[config.mk]
export PLATFORM = sky130hd
export DESIGN_NAME = imem_loader
export DESIGN_NICKNAME = d
export VERILOG_FILES = /design/src/rtl/imem_loader.sv
export SDC_FILE = /design/constraint.sdc
export NUM_CORES = 1
export LEC_CHECK = 0
export BUFFER_PORTS_ARGS = -buffer_cell sky130_fd_sc_hd__buf_2
export CAP_MARGIN = 20
export CORE_ASPECT_RATIO = 0.9
export CORE_MARGIN = 5
export CORE_UTILIZATION = 25
export DETAILED_ROUTE_END_ITERATION = 7
export PLACE_DENSITY_LB_ADDON = 0.15
export SLEW_MARGIN = 20
export SYNTH_ARGS = -nofsm -noshare
export SYNTH_HDL_FRONTEND = slang
export SYNTH_SLANG_ARGS = --single-unit
[constraint.sdc]
create_clock -name ref_clk -period 2.7 [get_ports ref_clk]
set_clock_uncertainty 0.1 [all_clocks]
set_input_delay 0.54 -clock ref_clk [delete_from_list [all_inputs] [get_ports ref_clk]]
set_output_delay 0.54 -clock ref_clk [all_outputs]
set_load 0.03 [all_outputs]
[src/rtl/imem_loader.sv]
// imem_loader
// Loads a program into instruction memory from a byte stream before the CPU runs.
// The stream is a 16-bit big-endian word count N, followed by N big-endian
// 32-bit words. The words are written to consecutive addresses starting at
// BASE_ADDR, and the address wraps modulo 2**ADDR_W.
//
// Ports:
//   ref_clk        - system clock, rising edge
//   reset          - synchronous, active-high
//   start          - begin a load (only honoured in IDLE, DONE, ERR)
//   byte_valid     - source presents byte_data
//   byte_data      - stream byte
//   byte_ready     - loader accepts a byte this cycle (transfer = valid && ready)
//   imem_we        - single-cycle instruction-memory write strobe
//   imem_addr      - word address of the write
//   imem_wdata     - word written
//   cpu_reset_hold - 1 keeps the processor in reset
//   done           - load finished successfully (level)
//   error          - header count exceeded memory depth (level)
module imem_loader #(
    parameter int                 ADDR_W    = 8,
    parameter logic [ADDR_W-1:0]  BASE_ADDR = '0
) (
    input  logic              ref_clk,
    input  logic              reset,
    input  logic              start,
    input  logic              byte_valid,
    input  logic [7:0]        byte_data,
    output logic              byte_ready,
    output logic              imem_we,
    output logic [ADDR_W-1:0] imem_addr,
    output logic [31:0]       imem_wdata,
    output logic              cpu_reset_hold,
    output logic              done,
    output logic              error
);

    typedef enum logic [2:0] {
        IDLE,
        HDR_HI,
        HDR_LO,
        DATA,
        WRITE,
        DONE,
        ERR
    } state_t;

    // One extra bit so that a count equal to the full depth is representable.
    localparam logic [16:0] DEPTH = 17'(1) << ADDR_W;

    state_t            state_q, state_d;
    logic [15:0]       n_q, n_d;
    logic [1:0]        byte_cnt_q, byte_cnt_d;
    logic [15:0]       word_idx_q, word_idx_d;
    logic [23:0]       asm_q, asm_d;
    logic              byte_ready_q, byte_ready_d;
    logic              imem_we_q, imem_we_d;
    logic [ADDR_W-1:0] imem_addr_q, imem_addr_d;
    logic [31:0]       imem_wdata_q, imem_wdata_d;
    logic              hold_q, hold_d;
    logic              done_q, done_d;
    logic              error_q, error_d;

    logic              accept;
    logic [15:0]       n_new;

    assign accept = byte_ready_q && byte_valid;
    // Full word count once the low header byte is accepted.
    assign n_new  = {n_q[15:8], byte_data};

    always_comb begin
        state_d      = state_q;
        n_d          = n_q;
        byte_cnt_d   = byte_cnt_q;
        word_idx_d   = word_idx_q;
        asm_d        = asm_q;
        imem_addr_d  = imem_addr_q;
        imem_wdata_d = imem_wdata_q;

        case (state_q)
            IDLE, DONE, ERR: begin
                if (start) begin
                    state_d    = HDR_HI;
                    n_d        = '0;
                    byte_cnt_d = '0;
                    word_idx_d = '0;
                    asm_d      = '0;
                end
            end
            HDR_HI: begin
                if (accept) begin
                    n_d     = {byte_data, n_q[7:0]};
                    state_d = HDR_LO;
                end
            end
            HDR_LO: begin
                if (accept) begin
                    n_d = n_new;
                    if ({1'b0, n_new} > DEPTH) begin
                        state_d = ERR;
                    end else if (n_new == 16'd0) begin
                        state_d = DONE;
                    end else begin
                        state_d = DATA;
                    end
                end
            end
            DATA: begin
                if (accept) begin
                    asm_d      = {asm_q[15:0], byte_data};
                    byte_cnt_d = byte_cnt_q + 2'd1;
                    // The fourth byte completes the word. The data and address
                    // are registered now so that both are valid together with the strobe.
                    if (byte_cnt_q == 2'd3) begin
                        state_d      = WRITE;
                        imem_wdata_d = {asm_q, byte_data};
                        imem_addr_d  = BASE_ADDR + word_idx_q[ADDR_W-1:0];
                    end
                end
            end
            WRITE: begin
                word_idx_d = word_idx_q + 16'd1;
                if (word_idx_q + 16'd1 == n_q) begin
                    state_d = DONE;
                end else begin
                    state_d = DATA;
                end
            end
            default: state_d = IDLE;
        endcase

        // The outputs are decoded from the next state so that the registered
        // values line up with the state the FSM is in.
        byte_ready_d = (state_d == HDR_HI) || (state_d == HDR_LO) || (state_d == DATA);
        imem_we_d    = (state_d == WRITE);
        hold_d       = (state_d != DONE);
        done_d       = (state_d == DONE);
        error_d      = (state_d == ERR);
    end

    always_ff @(posedge ref_clk) begin
        if (reset) begin
            state_q      <= IDLE;
            n_q          <= '0;
            byte_cnt_q   <= '0;
            word_idx_q   <= '0;
            asm_q        <= '0;
            byte_ready_q <= 1'b0;
            imem_we_q    <= 1'b0;
            imem_addr_q  <= BASE_ADDR;
            imem_wdata_q <= '0;
            hold_q       <= 1'b1;
            done_q       <= 1'b0;
            error_q      <= 1'b0;
        end else begin
            state_q      <= state_d;
            n_q          <= n_d;
            byte_cnt_q   <= byte_cnt_d;
            word_idx_q   <= word_idx_d;
            asm_q        <= asm_d;
            byte_ready_q <= byte_ready_d;
            imem_we_q    <= imem_we_d;
            imem_addr_q  <= imem_addr_d;
            imem_wdata_q <= imem_wdata_d;
            hold_q       <= hold_d;
            done_q       <= done_d;
            error_q      <= error_d;
        end
    end

    assign byte_ready     = byte_ready_q;
    assign imem_we        = imem_we_q;
    assign imem_addr      = imem_addr_q;
    assign imem_wdata     = imem_wdata_q;
    assign cpu_reset_hold = hold_q;
    assign done           = done_q;
    assign error          = error_q;

endmodule

==> flow_summary.toml, run 1 <==
[timing]
hold_viol = 0
worst_pin_slew_ns = 0.7277
whs_ns = 0.3521
setup_tns_ns = 0
max_slew_margin_pct = 51.08
setup_slack_ns = 0.2297
rsz0062_at_grt = "false"
fmaxAchievable_ghz = 0.4048
min_period_ns = 2.470
finalCritPeriodShare_pct = 91.49
setup_viol = 0
drv_slew = 0

[setup_path]
path_buf_inv = 0
path_class = "reg2reg"
worstPathCellList = "ha_1 > xnor2_1 > xnor2_1 > nor4_1 > o2111a_1 > nand4_2 > a21oi_2 > and3_1"
end_kind = "flop"
cp_data_required_time_ns = 2.90
crit_family = "simple AND/OR/NAND/NOR gates"
crit_fanout = 10
crit_slowest_cell = "dfxtp_1"
ff2ff_setup_slack_ns = 0.23
cp-start-kind = "flop"
slowest_delay_ns = 0.45
arrival_ns = 2.67
crit_top_cell = "xnor2_1"

[final_layout]
stdcell_count = 893
diodes = 0
finalNetCount = 657
n_fill_cell = 2030
regArea_um2 = 2122
final_cell_area_um2 = 5617
drive_above_1_share_pct = 17.13
synthToLayoutAreaGrowth_pct = 18.66
multi_input_area_um2 = 2410

[die]
rows = 47
die_x_um = 155.0
core-area_um2 = 18520
start_util_pct = 25.55
dieHeight_um = 140.5
dieArea_um2 = 21790
ios = 57

[pwr]
ir_worst_vdd_uv = 287.1
powerDensity_nw_per_um2 = 564.2
p_leak_uw = 0.002029

[hold_path]
hold_class = "reg2reg"

[logic_synthesis]
synth-seq-cells = 106
yosysWarnings = 0
synthCells = 600
netlist_area_um2 = 4733
yosysSeqAreaShare_pct = 44.83
async_flop_share_pct = 0
syn_area_per_cell_um2 = 7.889
syn_nets = 614
synth_flop_cell = "dfxtp_1"
synthDistinctLibCells = 58
synth_edf_count = 0

[detailed_routing]
drt-total-wl_um = 13680
avgViaCountPerCell = 4.863
vias = 4343
wire_per_inst_um = 15.32
antenna_left = 0
drc_errors = 0
drt-initial-drc-count = 262
drtPass1Iterations = 4

[clocking]
cts-root-buf = "clkbuf_16"
clk_pin_slew_ns = 0.08
h-tree-depth = 3
numCtsBuffers = 9
cts_tree = "done"
clock_latency_ns = 0.36
clockBufferDepth = 2
post_cts_buffers = 0
postCtsHoldBufs = 0
clkSinkCount = 106
ctsResizeCount = 0

[place]
place_congestion = 0.8462
port_buffers = 56
place_area_um2 = 5308
place_ws_ns = 0.1453
dp.cells = 877
dpl.hpwl_um = 9804

[global_route]
track_usage_pct = 12.69
antenna_found_initial = 0
grt_max_degree = 47
grt_remaining_overflow = 0
first_global_vias = 4226
grt_pass1_wl_um = 22380

[run_status]
run_status = "completed"

[run]
drv_cap = 0
==> sequential cells by signal (all words and copies together) (netlist names) <==
name,cells
imem_wdata,32
asm_q,24
n_q,16
word_idx_q,16
imem_addr,8
state_q,3
byte_cnt_q,2
byte_ready,1
cpu_reset_hold,1
done,1
error,1
imem_we,1
==> area by class of cell <==
type                    instances  area share (%)
clock buffers                   9           4.010
flip-flops and latches        106           37.78
multi-input cells             444           42.90
inverters                       5          0.3341
well taps                     245           5.458
clock inverters                 7           1.493
repair buffers                 77           8.020
==> stage by stage <==
step                power, uW  util (%)
global route             3309     30.32
finish                   3169     30.32
global placement         1865     28.65
detailed placement       1869     28.65
CTS                      3216     30.32
floorplan                1785         -
==> worst reg2reg max path: stages, from the launching register on <==
cell      delay (ns)
dfxtp_1         0.45
ha_1            0.44
xnor2_1         0.14
xnor2_1         0.14
nor4_1          0.27
o2111a_1        0.28
nand4_2         0.16
a21oi_2         0.25
and3_1          0.18
==> synth_stat cells (all sizes together) (2+ instances only) <==
| cell | count | area share [%] |
|---|---|---|
| o21ai | 16 | 1.7 |
| inv | 5 | 0.40 |
| or3 | 2 | 0.37 |
| o22a | 4 | 0.74 |
| nor2 | 66 | 5.2 |
| nor3b | 5 | 0.79 |
| nand2 | 128 | 10 |
| dfxtp | 106 | 45 |
| nand2b | 5 | 0.66 |
| a21oi | 91 | 9.7 |
| and2 | 2 | 0.26 |
| or4 | 4 | 0.63 |
| nor3 | 5 | 0.63 |
| o211ai | 2 | 0.42 |
| nand4 | 7 | 1.4 |
| o31ai | 2 | 0.32 |
| a211oi | 4 | 0.74 |
| and4 | 2 | 0.37 |
| xnor2 | 16 | 3.0 |
| nor4 | 9 | 2.0 |
| a31o | 2 | 0.37 |
| a22oi | 15 | 2.4 |
| buf | 14 | 1.7 |
| nand3 | 17 | 1.8 |
| nand3b | 3 | 0.48 |
| a211o | 2 | 0.37 |
| o22ai | 4 | 0.53 |
| a21o | 3 | 0.48 |
| a31oi | 5 | 0.66 |
| xor2 | 7 | 1.3 |
| nand4b | 3 | 0.56 |
| clkbuf | 31 | 2.5 |
| ha | 2 | 0.53 |
==> layout by cell type, fill, tap and decap left out, types with 5 or more instances in the layout <==
cell type  count
nor3b_1        5
buf_2         56
xnor2_1       16
dfxtp_1      106
xor2_1         7
nand2_1      128
a31oi_1        5
buf_4         20
clkbuf_16      9
a21oi_1       90
nand4_1        5
nand3_1       17
o21ai_0       14
a22oi_1       15
nor2_1        66
nor4_1         5
nand2b_1       5
==> power breakdown <==
part	internal (uW)	leakage (uW)	switching, uW
sequential	1580	0.000855	21.6
clock	660	0.000149	677
combinational	74.0	0.00103	160
==> path summary, 6_finish.rpt <==
kind | from | end | cells past startpoint
setup / recovery | word_idx_q[1] | done | 8
hold / removal | imem_addr[7] | imem_addr[7] | 2
setup reg to reg | word_idx_q[1] | done | 8
hold reg to reg | imem_addr[7] | imem_addr[7] | 2
==> cells by family after synthesis <==
group	count (synthesis)	share of synthesized area, %
compound gates	158	20.04
flops	106	44.83
buf+inv	50	4.599
fa+ha+maj	2	0.5286
simple gates	261	25.75
xor+xnor	23	4.256
==> layer usage <==
| metal | GRT usage, % | share of wire, % | vias up |
|---|---|---|---|
| li1 | - | - | 2163 |
| met1 | 18.51 | 51 | 2071 |
| met2 | 18.30 | 42 | 97 |
| met3 | 2.869 | 5.3 | 12 |
| met4 | 4.322 | 1.5 | 0 |
| met5 | 0 | 0 | - |
No activity file was read; power rests on OpenSTA's default activity.
==> run 2, diff against run 1 <==
==> constraint.sdc (replaced) <==
create_clock -name ref_clk -period 2.7 [get_ports ref_clk]
set_clock_uncertainty 0.1 [all_clocks]
set_input_delay 0.135 -clock ref_clk [delete_from_list [all_inputs] [get_ports ref_clk]]
set_output_delay 0.135 -clock ref_clk [all_outputs]
set_load 0.03 [all_outputs]
==> run 2 against run 1 <==
Compared with the run above:
- critical path depth down 1
- cell area up 0.87%
- core utilization up 0.26 points
- critical endpoint is now byte_ready
- largest power group unchanged
==> flow_summary.toml, run 2 (same netlist as run 1, synthesis figures left out) <==
[final_layout]
stdcell_count = 894
largest_reg_flops = 32
diodes = 0
synthToLayoutAreaGrowth_pct = 19.69
finalNetCount = 658
final_cell_mix = "nand2_1, dfxtp_1, a21oi_1, nor2_1, buf_2"
drive_above_1_share_pct = 16.49
layout_commonest_cell = "nand2_1"
n_fill_cell = 2004
multi_input_area_um2 = 2412
regArea_um2 = 2122

[setup_path]
path_class = "reg2reg"
cp-start-kind = "flop"
arrival_ns = 2.47
slowest_delay_ns = 0.52
ff2ff_setup_slack_ns = 0.34
crit_slowest_cell = "dfxtp_1"
crit_fanout = 9
worstPathCellList = "nand4_1 > nor4_1 > xnor2_1 > o2111a_1 > nand4_2 > o21a_1 > nor3b_1"
cp_data_required_time_ns = 2.82
end_kind = "flop"

[detailed_routing]
avgViaCountPerCell = 4.808
drt-total-wl_um = 13360
drc_errors = 0
wire_per_inst_um = 14.94
drtPass1Iterations = 4
drt-initial-drc-count = 180
antenna_left = 0
vias = 4298

[pwr]
powerDensity_nw_per_um2 = 570.4
p_leak_uw = 0.002041
ir_worst_vdd_uv = 320.1
finalPower_uw = 3232

[die]
start_util_pct = 25.55
die_x_um = 155.0
dieArea_um2 = 21790
rows = 47
dieHeight_um = 140.5
ios = 57
core-area_um2 = 18520

[global_route]
grt_max_degree = 50
first_global_vias = 4139
grt_pass1_wl_um = 22110
grt_remaining_overflow = 0
antenna_found_initial = 0
track_usage_pct = 12.54

[place]
place_ws_ns = 0.2853
place_congestion = 0.8201
dp.cells = 872
port_buffers = 56
dpl.hpwl_um = 9470

[hold_path]
hold_class = "in2reg"

[timing]
drv_slew = 0
setup_slack_ns = 0.3441
hold_viol = 0
fmaxAchievable_ghz = 0.4245
worst_pin_slew_ns = 0.6395
max_slew_margin_pct = 57.37
setup_tns_ns = 0
setup_viol = 0
min_period_ns = 2.356
finalCritPeriodShare_pct = 87.26
rsz0062_at_grt = "false"

[run]
drv_cap = 0

[clocking]
cts_tree = "done"
clkSinkCount = 106
cts-root-buf = "clkbuf_16"
clk_pin_slew_ns = 0.08
clock_latency_ns = 0.35
post_cts_buffers = 0
clockBufferDepth = 2
h-tree-depth = 3
numCtsBuffers = 9

[run_status]
run_status = "completed"
## run 2: layout make-up
cell class              count  area share (%)
multi-input cells         444           42.58
repair buffers             78           8.569
clock inverters             5           1.193
clock buffers              11           4.461
well taps                 245           5.411
flip-flops and latches    106           37.46
inverters                   5          0.3313
## run 2: metal layers
| metal | vias to the layer above | track usage (%) | part of all wire (%) |
|---|---|---|---|
| met5 | - | 0 | 0 |
| met3 | 6 | 3.300 | 4.8 |
| met1 | 2035 | 17.89 | 51 |
| met4 | 0 | 3.485 | 1.0 |
| li1 | 2165 | - | - |
| met2 | 92 | 18.62 | 44 |
## run 2: per-stage QoR
stage	util, %	hold WS (ns)	cell area [um^2]
6_report	30.58	0.01246	5665
5_1_grt	30.58	0.02502	5665
4_1_cts	30.57	0.002288	5663
3_5_place_dp	28.52	0.3435	5283
3_3_place_gp	28.52	0.3419	5283
2_1_floorplan	-	0.1696	4733
## run 2: timing repair
item,4_1_cts,5_1_grt
resized for setup,0,1
setup endpoints to repair,0,2
hold buffers,6,0
endpoints found under the hold margin,7,0
## run 2: final timing paths
| check | startpoint | endpoint | cells past startpoint |
|---|---|---|---|
| worst max register to register | word_idx_q[7] | byte_ready | 7 |
| worst min register to register | imem_wdata[25] | imem_wdata[25] | 2 |
| worst min-delay path | byte_data[4] | imem_wdata[4] | 3 |
| worst max-delay path | word_idx_q[7] | byte_ready | 7 |
## run 2: power by group
part / leakage, uW / switching (uW) / internal [uW]
clock network: 0.000159 / 612 / 785
logic: 0.00103 / 160 / 77.1
registers: 0.000855 / 20.6 / 1580
## run 2: critical path, delay by kind of cell (launching register included)
| family | cells | cell delay [ns] |
|---|---|---|
| AO/OA/AOI/OAI | 2 | 0.47 |
| AND/OR/NAND/NOR | 4 | 0.95 |
| XOR/XNOR | 1 | 0.18 |
| flip-flops | 1 | 0.52 |
